### config.mk
export PLATFORM = sky130hd
export DESIGN_NAME = hazard_ctrl_flat
export DESIGN_NICKNAME = d
export VERILOG_FILES = /design/src/rtl/core_pkg.sv /design/src/rtl/hazard_ctrl_if.sv /design/src/rtl/hazard_detect.sv /design/src/rtl/hazard_ctrl.sv /design/src/flat_wrapper.sv
export SDC_FILE = /design/constraint.sdc
export NUM_CORES = 1
export LEC_CHECK = 0
export ABC_CLOCK_PERIOD_IN_PS = 6200
export CORE_ASPECT_RATIO = 0.6
export CORE_UTILIZATION = 40
export CTS_CLUSTER_SIZE = 10
export DETAILED_ROUTE_END_ITERATION = 10
export GPL_TIMING_DRIVEN = 0
export PLACE_DENSITY = 0.69
export SLEW_MARGIN = 20
export SYNTH_ARGS = -nofsm -noshare
export SYNTH_HDL_FRONTEND = slang
export SYNTH_SLANG_ARGS = --single-unit
### constraint.sdc
create_clock -name clk -period 6.2 [get_ports clk]
set_input_delay 0.62 -clock clk [delete_from_list [all_inputs] [get_ports clk]]
set_output_delay 0.62 -clock clk [all_outputs]
set_load 0.01 [all_outputs]
### src/rtl/core_pkg.sv
// Shared definitions for the 5-stage core pipeline sequencer.
package core_pkg;
    localparam int REG_W               = 5;
    localparam int CNT_W_DEFAULT       = 32;
    localparam int MEM_TIMEOUT_DEFAULT = 64;

    typedef enum logic [1:0] {
        IDLE = 2'd0,
        WAIT = 2'd1,
        ERR  = 2'd2
    } mem_state_t;
endpackage

### src/rtl/hazard_ctrl_if.sv
// Pipeline-status inputs and stage-control outputs of the hazard sequencer.
interface hazard_ctrl_if import core_pkg::*; #(
    parameter int CNT_W = CNT_W_DEFAULT
);
    logic [REG_W-1:0] Src1_ID;
    logic [REG_W-1:0] Src2_ID;
    logic             Two_Src_ID;
    logic [REG_W-1:0] Dst_EXE;
    logic             WB_EN_EXE;
    logic             MEM_R_EN_EXE;
    logic [REG_W-1:0] Dst_MEM;
    logic             WB_EN_MEM;
    logic             fwd_en;
    logic             Br_taken_EXE;
    logic             mem_req_MEM;
    logic             mem_ready;
    logic             freeze_IF;
    logic             freeze_ID;
    logic             bubble_ID;
    logic             flush_IF;
    logic             freeze_back;
    logic             mem_timeout;
    logic [CNT_W-1:0] stall_cnt;
    logic [CNT_W-1:0] flush_cnt;

    modport slave (
        input  Src1_ID, Src2_ID, Two_Src_ID, Dst_EXE, WB_EN_EXE, MEM_R_EN_EXE,
               Dst_MEM, WB_EN_MEM, fwd_en, Br_taken_EXE, mem_req_MEM, mem_ready,
        output freeze_IF, freeze_ID, bubble_ID, flush_IF, freeze_back,
               mem_timeout, stall_cnt, flush_cnt
    );

    modport master (
        output Src1_ID, Src2_ID, Two_Src_ID, Dst_EXE, WB_EN_EXE, MEM_R_EN_EXE,
               Dst_MEM, WB_EN_MEM, fwd_en, Br_taken_EXE, mem_req_MEM, mem_ready,
        input  freeze_IF, freeze_ID, bubble_ID, flush_IF, freeze_back,
               mem_timeout, stall_cnt, flush_cnt
    );
endinterface

### src/rtl/hazard_detect.sv
// Combinational RAW hazard detection between ID sources and EXE/MEM destinations.
module hazard_detect import core_pkg::*; (
    input  logic [REG_W-1:0] src1_i,
    input  logic [REG_W-1:0] src2_i,
    input  logic             two_src_i,
    input  logic [REG_W-1:0] dst_exe_i,
    input  logic             wb_en_exe_i,
    input  logic             mem_r_en_exe_i,
    input  logic [REG_W-1:0] dst_mem_i,
    input  logic             wb_en_mem_i,
    input  logic             fwd_en_i,
    output logic             raw_exe_o,
    output logic             raw_mem_o,
    output logic             hazard_o
);
    // r0 is hardwired to zero, so writes to it never carry a dependency.
    assign raw_exe_o = wb_en_exe_i && (dst_exe_i != '0) &&
                       ((dst_exe_i == src1_i) || (two_src_i && (dst_exe_i == src2_i)));
    assign raw_mem_o = wb_en_mem_i && (dst_mem_i != '0) &&
                       ((dst_mem_i == src1_i) || (two_src_i && (dst_mem_i == src2_i)));

    // With forwarding only a load in EXE cannot be bypassed in time.
    assign hazard_o = fwd_en_i ? (raw_exe_o && mem_r_en_exe_i) : (raw_exe_o || raw_mem_o);
endmodule

### src/rtl/hazard_ctrl.sv
// Pipeline sequencer: memory-wait FSM with watchdog, branch/hazard priority and counters.
module hazard_ctrl import core_pkg::*; #(
    parameter int MEM_TIMEOUT = MEM_TIMEOUT_DEFAULT,
    parameter int CNT_W       = CNT_W_DEFAULT
) (
    input  logic        clk,
    input  logic        rst,
    hazard_ctrl_if.slave bus
);
    localparam int WCW = $clog2(MEM_TIMEOUT) + 1;
    localparam logic [WCW-1:0] WAIT_LAST = WCW'(MEM_TIMEOUT - 1);

    mem_state_t       state_q, state_d;
    logic [WCW-1:0]   wait_cnt_q, wait_cnt_d;
    logic [CNT_W-1:0] stall_cnt_q, flush_cnt_q;
    logic             mem_timeout_q;
    logic             raw_exe, raw_mem, hazard, mem_stall;
    logic             freeze_IF, freeze_ID, bubble_ID, flush_IF, freeze_back;

    hazard_detect u_detect (
        .src1_i         (bus.Src1_ID),
        .src2_i         (bus.Src2_ID),
        .two_src_i      (bus.Two_Src_ID),
        .dst_exe_i      (bus.Dst_EXE),
        .wb_en_exe_i    (bus.WB_EN_EXE),
        .mem_r_en_exe_i (bus.MEM_R_EN_EXE),
        .dst_mem_i      (bus.Dst_MEM),
        .wb_en_mem_i    (bus.WB_EN_MEM),
        .fwd_en_i       (bus.fwd_en),
        .raw_exe_o      (raw_exe),
        .raw_mem_o      (raw_mem),
        .hazard_o       (hazard)
    );

    always_ff @(posedge clk or posedge rst) begin
        if (rst) begin
            state_q    <= IDLE;
            wait_cnt_q <= '0;
        end else begin
            state_q    <= state_d;
            wait_cnt_q <= wait_cnt_d;
        end
    end

    always_comb begin
        state_d    = state_q;
        wait_cnt_d = wait_cnt_q;
        case (state_q)
            IDLE: begin
                if (bus.mem_req_MEM && !bus.mem_ready) begin
                    state_d    = WAIT;
                    wait_cnt_d = WCW'(1);
                end
            end
            WAIT: begin
                if (bus.mem_ready) begin
                    state_d    = IDLE;
                    wait_cnt_d = '0;
                end else begin
                    wait_cnt_d = wait_cnt_q + WCW'(1);
                    if (wait_cnt_d == WAIT_LAST) state_d = ERR;
                end
            end
            ERR:     state_d = ERR;
            default: state_d = IDLE;
        endcase
    end

    assign mem_stall = (state_q == IDLE && bus.mem_req_MEM && !bus.mem_ready) ||
                       (state_q == WAIT) || (state_q == ERR);

    // Frozen stages hold their contents, so branch and hazard resolve after the freeze.
    always_comb begin
        freeze_IF   = 1'b0;
        freeze_ID   = 1'b0;
        bubble_ID   = 1'b0;
        flush_IF    = 1'b0;
        freeze_back = 1'b0;
        if (!rst) begin
            if (mem_stall) begin
                freeze_IF   = 1'b1;
                freeze_ID   = 1'b1;
                freeze_back = 1'b1;
            end else if (bus.Br_taken_EXE) begin
                flush_IF  = 1'b1;
                bubble_ID = 1'b1;
            end else if (hazard) begin
                freeze_IF = 1'b1;
                bubble_ID = 1'b1;
            end
        end
    end

    always_ff @(posedge clk or posedge rst) begin
        if (rst) begin
            stall_cnt_q   <= '0;
            flush_cnt_q   <= '0;
            mem_timeout_q <= 1'b0;
        end else begin
            if (bubble_ID && !bus.Br_taken_EXE) stall_cnt_q <= stall_cnt_q + CNT_W'(1);
            if (flush_IF) flush_cnt_q <= flush_cnt_q + CNT_W'(1);
            mem_timeout_q <= mem_timeout_q || (state_d == ERR);
        end
    end

    assign bus.freeze_IF   = freeze_IF;
    assign bus.freeze_ID   = freeze_ID;
    assign bus.bubble_ID   = bubble_ID;
    assign bus.flush_IF    = flush_IF;
    assign bus.freeze_back = freeze_back;
    assign bus.mem_timeout = mem_timeout_q;
    assign bus.stall_cnt   = stall_cnt_q;
    assign bus.flush_cnt   = flush_cnt_q;
endmodule

### src/flat_wrapper.sv
// flat-port wrapper written by rule: the top's interface ports become plain ports
module hazard_ctrl_flat import core_pkg::*;
#(
    parameter int MEM_TIMEOUT = MEM_TIMEOUT_DEFAULT,
    parameter int CNT_W       = CNT_W_DEFAULT
)
  (clk, rst, bus_Src1_ID, bus_Src2_ID, bus_Two_Src_ID, bus_Dst_EXE, bus_WB_EN_EXE, bus_MEM_R_EN_EXE, bus_Dst_MEM, bus_WB_EN_MEM, bus_fwd_en, bus_Br_taken_EXE, bus_mem_req_MEM, bus_mem_ready, bus_freeze_IF, bus_freeze_ID, bus_bubble_ID, bus_flush_IF, bus_freeze_back, bus_mem_timeout, bus_stall_cnt, bus_flush_cnt);
  hazard_ctrl_if #(.CNT_W(CNT_W)) bus_i ();
  input  logic clk;
  input  logic rst;
  input wire logic [$bits(bus_i.Src1_ID)-1:0] bus_Src1_ID;
  input wire logic [$bits(bus_i.Src2_ID)-1:0] bus_Src2_ID;
  input wire logic [$bits(bus_i.Two_Src_ID)-1:0] bus_Two_Src_ID;
  input wire logic [$bits(bus_i.Dst_EXE)-1:0] bus_Dst_EXE;
  input wire logic [$bits(bus_i.WB_EN_EXE)-1:0] bus_WB_EN_EXE;
  input wire logic [$bits(bus_i.MEM_R_EN_EXE)-1:0] bus_MEM_R_EN_EXE;
  input wire logic [$bits(bus_i.Dst_MEM)-1:0] bus_Dst_MEM;
  input wire logic [$bits(bus_i.WB_EN_MEM)-1:0] bus_WB_EN_MEM;
  input wire logic [$bits(bus_i.fwd_en)-1:0] bus_fwd_en;
  input wire logic [$bits(bus_i.Br_taken_EXE)-1:0] bus_Br_taken_EXE;
  input wire logic [$bits(bus_i.mem_req_MEM)-1:0] bus_mem_req_MEM;
  input wire logic [$bits(bus_i.mem_ready)-1:0] bus_mem_ready;
  output wire logic [$bits(bus_i.freeze_IF)-1:0] bus_freeze_IF;
  output wire logic [$bits(bus_i.freeze_ID)-1:0] bus_freeze_ID;
  output wire logic [$bits(bus_i.bubble_ID)-1:0] bus_bubble_ID;
  output wire logic [$bits(bus_i.flush_IF)-1:0] bus_flush_IF;
  output wire logic [$bits(bus_i.freeze_back)-1:0] bus_freeze_back;
  output wire logic [$bits(bus_i.mem_timeout)-1:0] bus_mem_timeout;
  output wire logic [$bits(bus_i.stall_cnt)-1:0] bus_stall_cnt;
  output wire logic [$bits(bus_i.flush_cnt)-1:0] bus_flush_cnt;
  assign bus_i.Src1_ID = bus_Src1_ID;
  assign bus_i.Src2_ID = bus_Src2_ID;
  assign bus_i.Two_Src_ID = bus_Two_Src_ID;
  assign bus_i.Dst_EXE = bus_Dst_EXE;
  assign bus_i.WB_EN_EXE = bus_WB_EN_EXE;
  assign bus_i.MEM_R_EN_EXE = bus_MEM_R_EN_EXE;
  assign bus_i.Dst_MEM = bus_Dst_MEM;
  assign bus_i.WB_EN_MEM = bus_WB_EN_MEM;
  assign bus_i.fwd_en = bus_fwd_en;
  assign bus_i.Br_taken_EXE = bus_Br_taken_EXE;
  assign bus_i.mem_req_MEM = bus_mem_req_MEM;
  assign bus_i.mem_ready = bus_mem_ready;
  assign bus_freeze_IF = bus_i.freeze_IF;
  assign bus_freeze_ID = bus_i.freeze_ID;
  assign bus_bubble_ID = bus_i.bubble_ID;
  assign bus_flush_IF = bus_i.flush_IF;
  assign bus_freeze_back = bus_i.freeze_back;
  assign bus_mem_timeout = bus_i.mem_timeout;
  assign bus_stall_cnt = bus_i.stall_cnt;
  assign bus_flush_cnt = bus_i.flush_cnt;
  hazard_ctrl #(.MEM_TIMEOUT(MEM_TIMEOUT), .CNT_W(CNT_W)) u_core (.clk(clk), .rst(rst), .bus(bus_i));
endmodule
==> impl_metrics.env <==
export IMPL_cp_num_buf_inv=2
export IMPL_grt_pass1_wl_um=15400
export IMPL_cts_buffer_depth=2
export IMPL_finalWirelength_um=8960
export IMPL_drt_iter0_drc=177
export IMPL_antenna_found_initial=0
export IMPL_grt_pass1_vias=3031
export IMPL_maxCapViolCount=0
export IMPL_synth_ff_latch_count=74
export IMPL_routedWlPerCell_um=14.4
export IMPL_hold_path_class="reg -> reg"
export IMPL_vias=3107
export IMPL_drive_gt1_share_pct=5.69
export IMPL_period_share_pct=56.1
export IMPL_power_mw=1.30
export IMPL_critPathTopFamily="buffers and inverters"
export IMPL_critPathMaxFanout=3
export IMPL_final_area_um2=5330
export IMPL_fin_skew_ps=5.77
export IMPL_port_buffers=99
export IMPL_slew_headroom_pct=38.8
export IMPL_busiest_layer="met1"
export IMPL_synth_area_leader_cell="dfrtp_1"
export IMPL_crit_chain="clkdlybuf4s50_1, or4_1, o221ai_1, o22a_1, o21ai_0, and2_1, clkdlybuf4s50_1"
export IMPL_cts_tree="built"
export IMPL_hold_viol=0
export IMPL_clk_pin_slew_ps=50
export IMPL_outcome="finished, violations left"
export IMPL_synth_cells=376
export IMPL_cts_sinks=74
export IMPL_postCtsHoldBufs=0
export IMPL_setup_viol=0
export IMPL_die_area_um2=9870
export IMPL_gr_usage_met3_pct=4.97
export IMPL_die_w_um=128
export IMPL_root_buffer="clkbuf_16"
export IMPL_start_util_pct=41.2
export IMPL_worstPathRequired_ps=5580
export IMPL_synth_cell_types=42
export IMPL_viasPerCell=5.00
export IMPL_grt_ovfl_total=0
export IMPL_rows=27
export IMPL_max_freq_ghz=0.288
export IMPL_grt_max_degree=54
export IMPL_cp_start_kind="primary input"
export IMPL_drc=2
export IMPL_total_leakage_power_nw=2.32
export IMPL_ys_seq_area_share_pct=48.9
export IMPL_irDropWorstVdd_v=0.000163
export IMPL_yosys_warnings=0
export IMPL_period_needed_ps=3480
export IMPL_syn_avg_cell_area_um2=10.1
export IMPL_use_met2_pct=29.1
export IMPL_placed_cell_area_um2=4970
export IMPL_antenna_left=0
export IMPL_io_pins=100
export IMPL_dp_hpwl_um=6640
export IMPL_worstMarginPinSlew_ps=911
export IMPL_cts_resized=0
export IMPL_violations="design-rule violations"
export IMPL_crit_arrival_ps=2860
export IMPL_core_area_um2=9190
export IMPL_drv_slew=0
export IMPL_fillCellCount=815
export IMPL_area_growth_pct=40.6
export IMPL_worstSetupEndpointType="output port"
export IMPL_synth_area_um2=3790
export IMPL_powerDensity_nw_per_um2=244
export IMPL_post_cts_buffers=0
export IMPL_use_met1_pct=29.6
export IMPL_yosys_top_cells_area="dfrtp_1, xor2_1, xnor2_1, nand2_1, nor2_1"
export IMPL_critPathSlowestCell="or4_1"
export IMPL_gp_congestion=0.921
export IMPL_die_height_um=77.4
export IMPL_clk_latency_ps=330
export IMPL_synthesis_nets=410
export IMPL_timing_setup_tns_ps=0
export IMPL_synth_top_area_share_pct=48.9
export IMPL_grt_total_usage_pct=20.0
export IMPL_rsz0062_at_grt="false"
export IMPL_cp_common_cell="clkdlybuf4s50_1"
export IMPL_first_pass_iters=8
export IMPL_cts_made_buffers=9
export IMPL_layout_nets=521
export IMPL_htree_levels=3
export IMPL_cpPeakStageDelay_ps=590
export IMPL_criticalPathCategory="in -> out"
export IMPL_antenna_cells=0
==> through the flow <==
| step | worst slack [ps] | cells | util, % | hold WS, ps |
|---|---|---|---|---|
| 5_1_grt | 2570 | 622 | 58.0 | 487 |
| 6_report | 2720 | 622 | 58.0 | 474 |
| 2_1_floorplan | 2500 | 376 | - | 470 |
| 3_3_place_gp | 844 | 605 | 53.8 | 459 |
| 4_1_cts | 2770 | 622 | 58.0 | 476 |
| 3_5_place_dp | 2770 | 606 | 54.1 | 466 |
==> flip-flops by register name, indices dropped and copies added (netlist names) <==
register,flops
u_core.bus.flush_cnt,32
u_core.bus.stall_cnt,32
u_core.wait_cnt_q,7
u_core.state_q,2
u_core.bus.mem_timeout,1
==> layout make-up <==
type                    instances  area (um^2)  share of cell area, %
plain buffers                  11         61.3                   1.15
clock buffers                  12          256                   4.82
clock inverters                 4         97.6                   1.83
inverters                      11         43.8                  0.822
multi-input cells             280         1830                   34.4
flip-flops and latches         74         1850                   34.8
well taps                     130          163                   3.05
repair buffers                100         1020                   19.1
==> report_power, final <==
part	switching [mW]	internal, mW	total, mW
Combinational	0.0697	0.0828	0.153
Sequential	0.0299	0.505	0.535
Clock	0.195	0.415	0.610
==> kinds of logic after synthesis <==
logic type      after synthesis  synth area share, %
simple gates                163                 22.3
xor+xnor                     84                 19.4
flops                        74                 48.9
compound gates               26                 4.46
buf+inv                      22                 2.71
fa+ha+maj                     4                 1.32
mux                           3                0.859
==> cell usage after synthesis, drive strengths merged <==
library cell  instances
and4                  4
or4                   4
xor2                 53
clkbuf                5
ha                    4
nor2                 34
a31oi                 1
o21a                  1
and2                  1
dfrtp                74
or3                   2
a2bb2oi               1
nor4b                 2
nor2b                 3
o31ai                 2
a21oi                 3
nor3                 19
nor3b                 2
o221ai                1
a32oi                 2
nand2b                2
nor4                  4
nand4                19
mux2                  2
nand2                35
nand3                21
or2                   2
xnor2                31
buf                   6
mux2i                 1
o21ai                10
and3                  8
a211oi                1
nand3b                1
inv                  11
o211ai                2
o22a                  2
==> cell usage in the layout, fill, tap and decap left out, drive strengths merged, types with 7 or more instances in the layout <==
cell type	n
clkdlybuf4s50	99
dfrtp	74
xor2	53
nand2	35
nor2	34
xnor2	31
nand3	21
nor3	19
nand4	19
clkbuf	17
inv	11
o21ai	10
and3	8
buf	7
==> worst paths after layout <==
kind	start	endpoint	slack [ps]	cells past startpoint
setup / recovery	bus_Dst_EXE[3]	bus_freeze_IF	2720	7
hold / removal	u_core.bus.stall_cnt[31]	u_core.bus.stall_cnt[31]	470	1
setup reg to reg	u_core.state_q[0]	u_core.bus.flush_cnt[28]	3530	7
hold reg to reg	u_core.bus.stall_cnt[31]	u_core.bus.stall_cnt[31]	470	1
max in group asynchronous	rst	u_core.bus.flush_cnt[26]	4900	3
min in group asynchronous	rst	u_core.bus.mem_timeout	750	2
==> routing by layer <==
metal | wire length (um) | share of wire, %
met5 | 0 | 0
met4 | 33 | 0.37
met3 | 403 | 4.5
met2 | 3930 | 44
met1 | 4590 | 51
No activity file was read; power rests on OpenSTA's default activity.
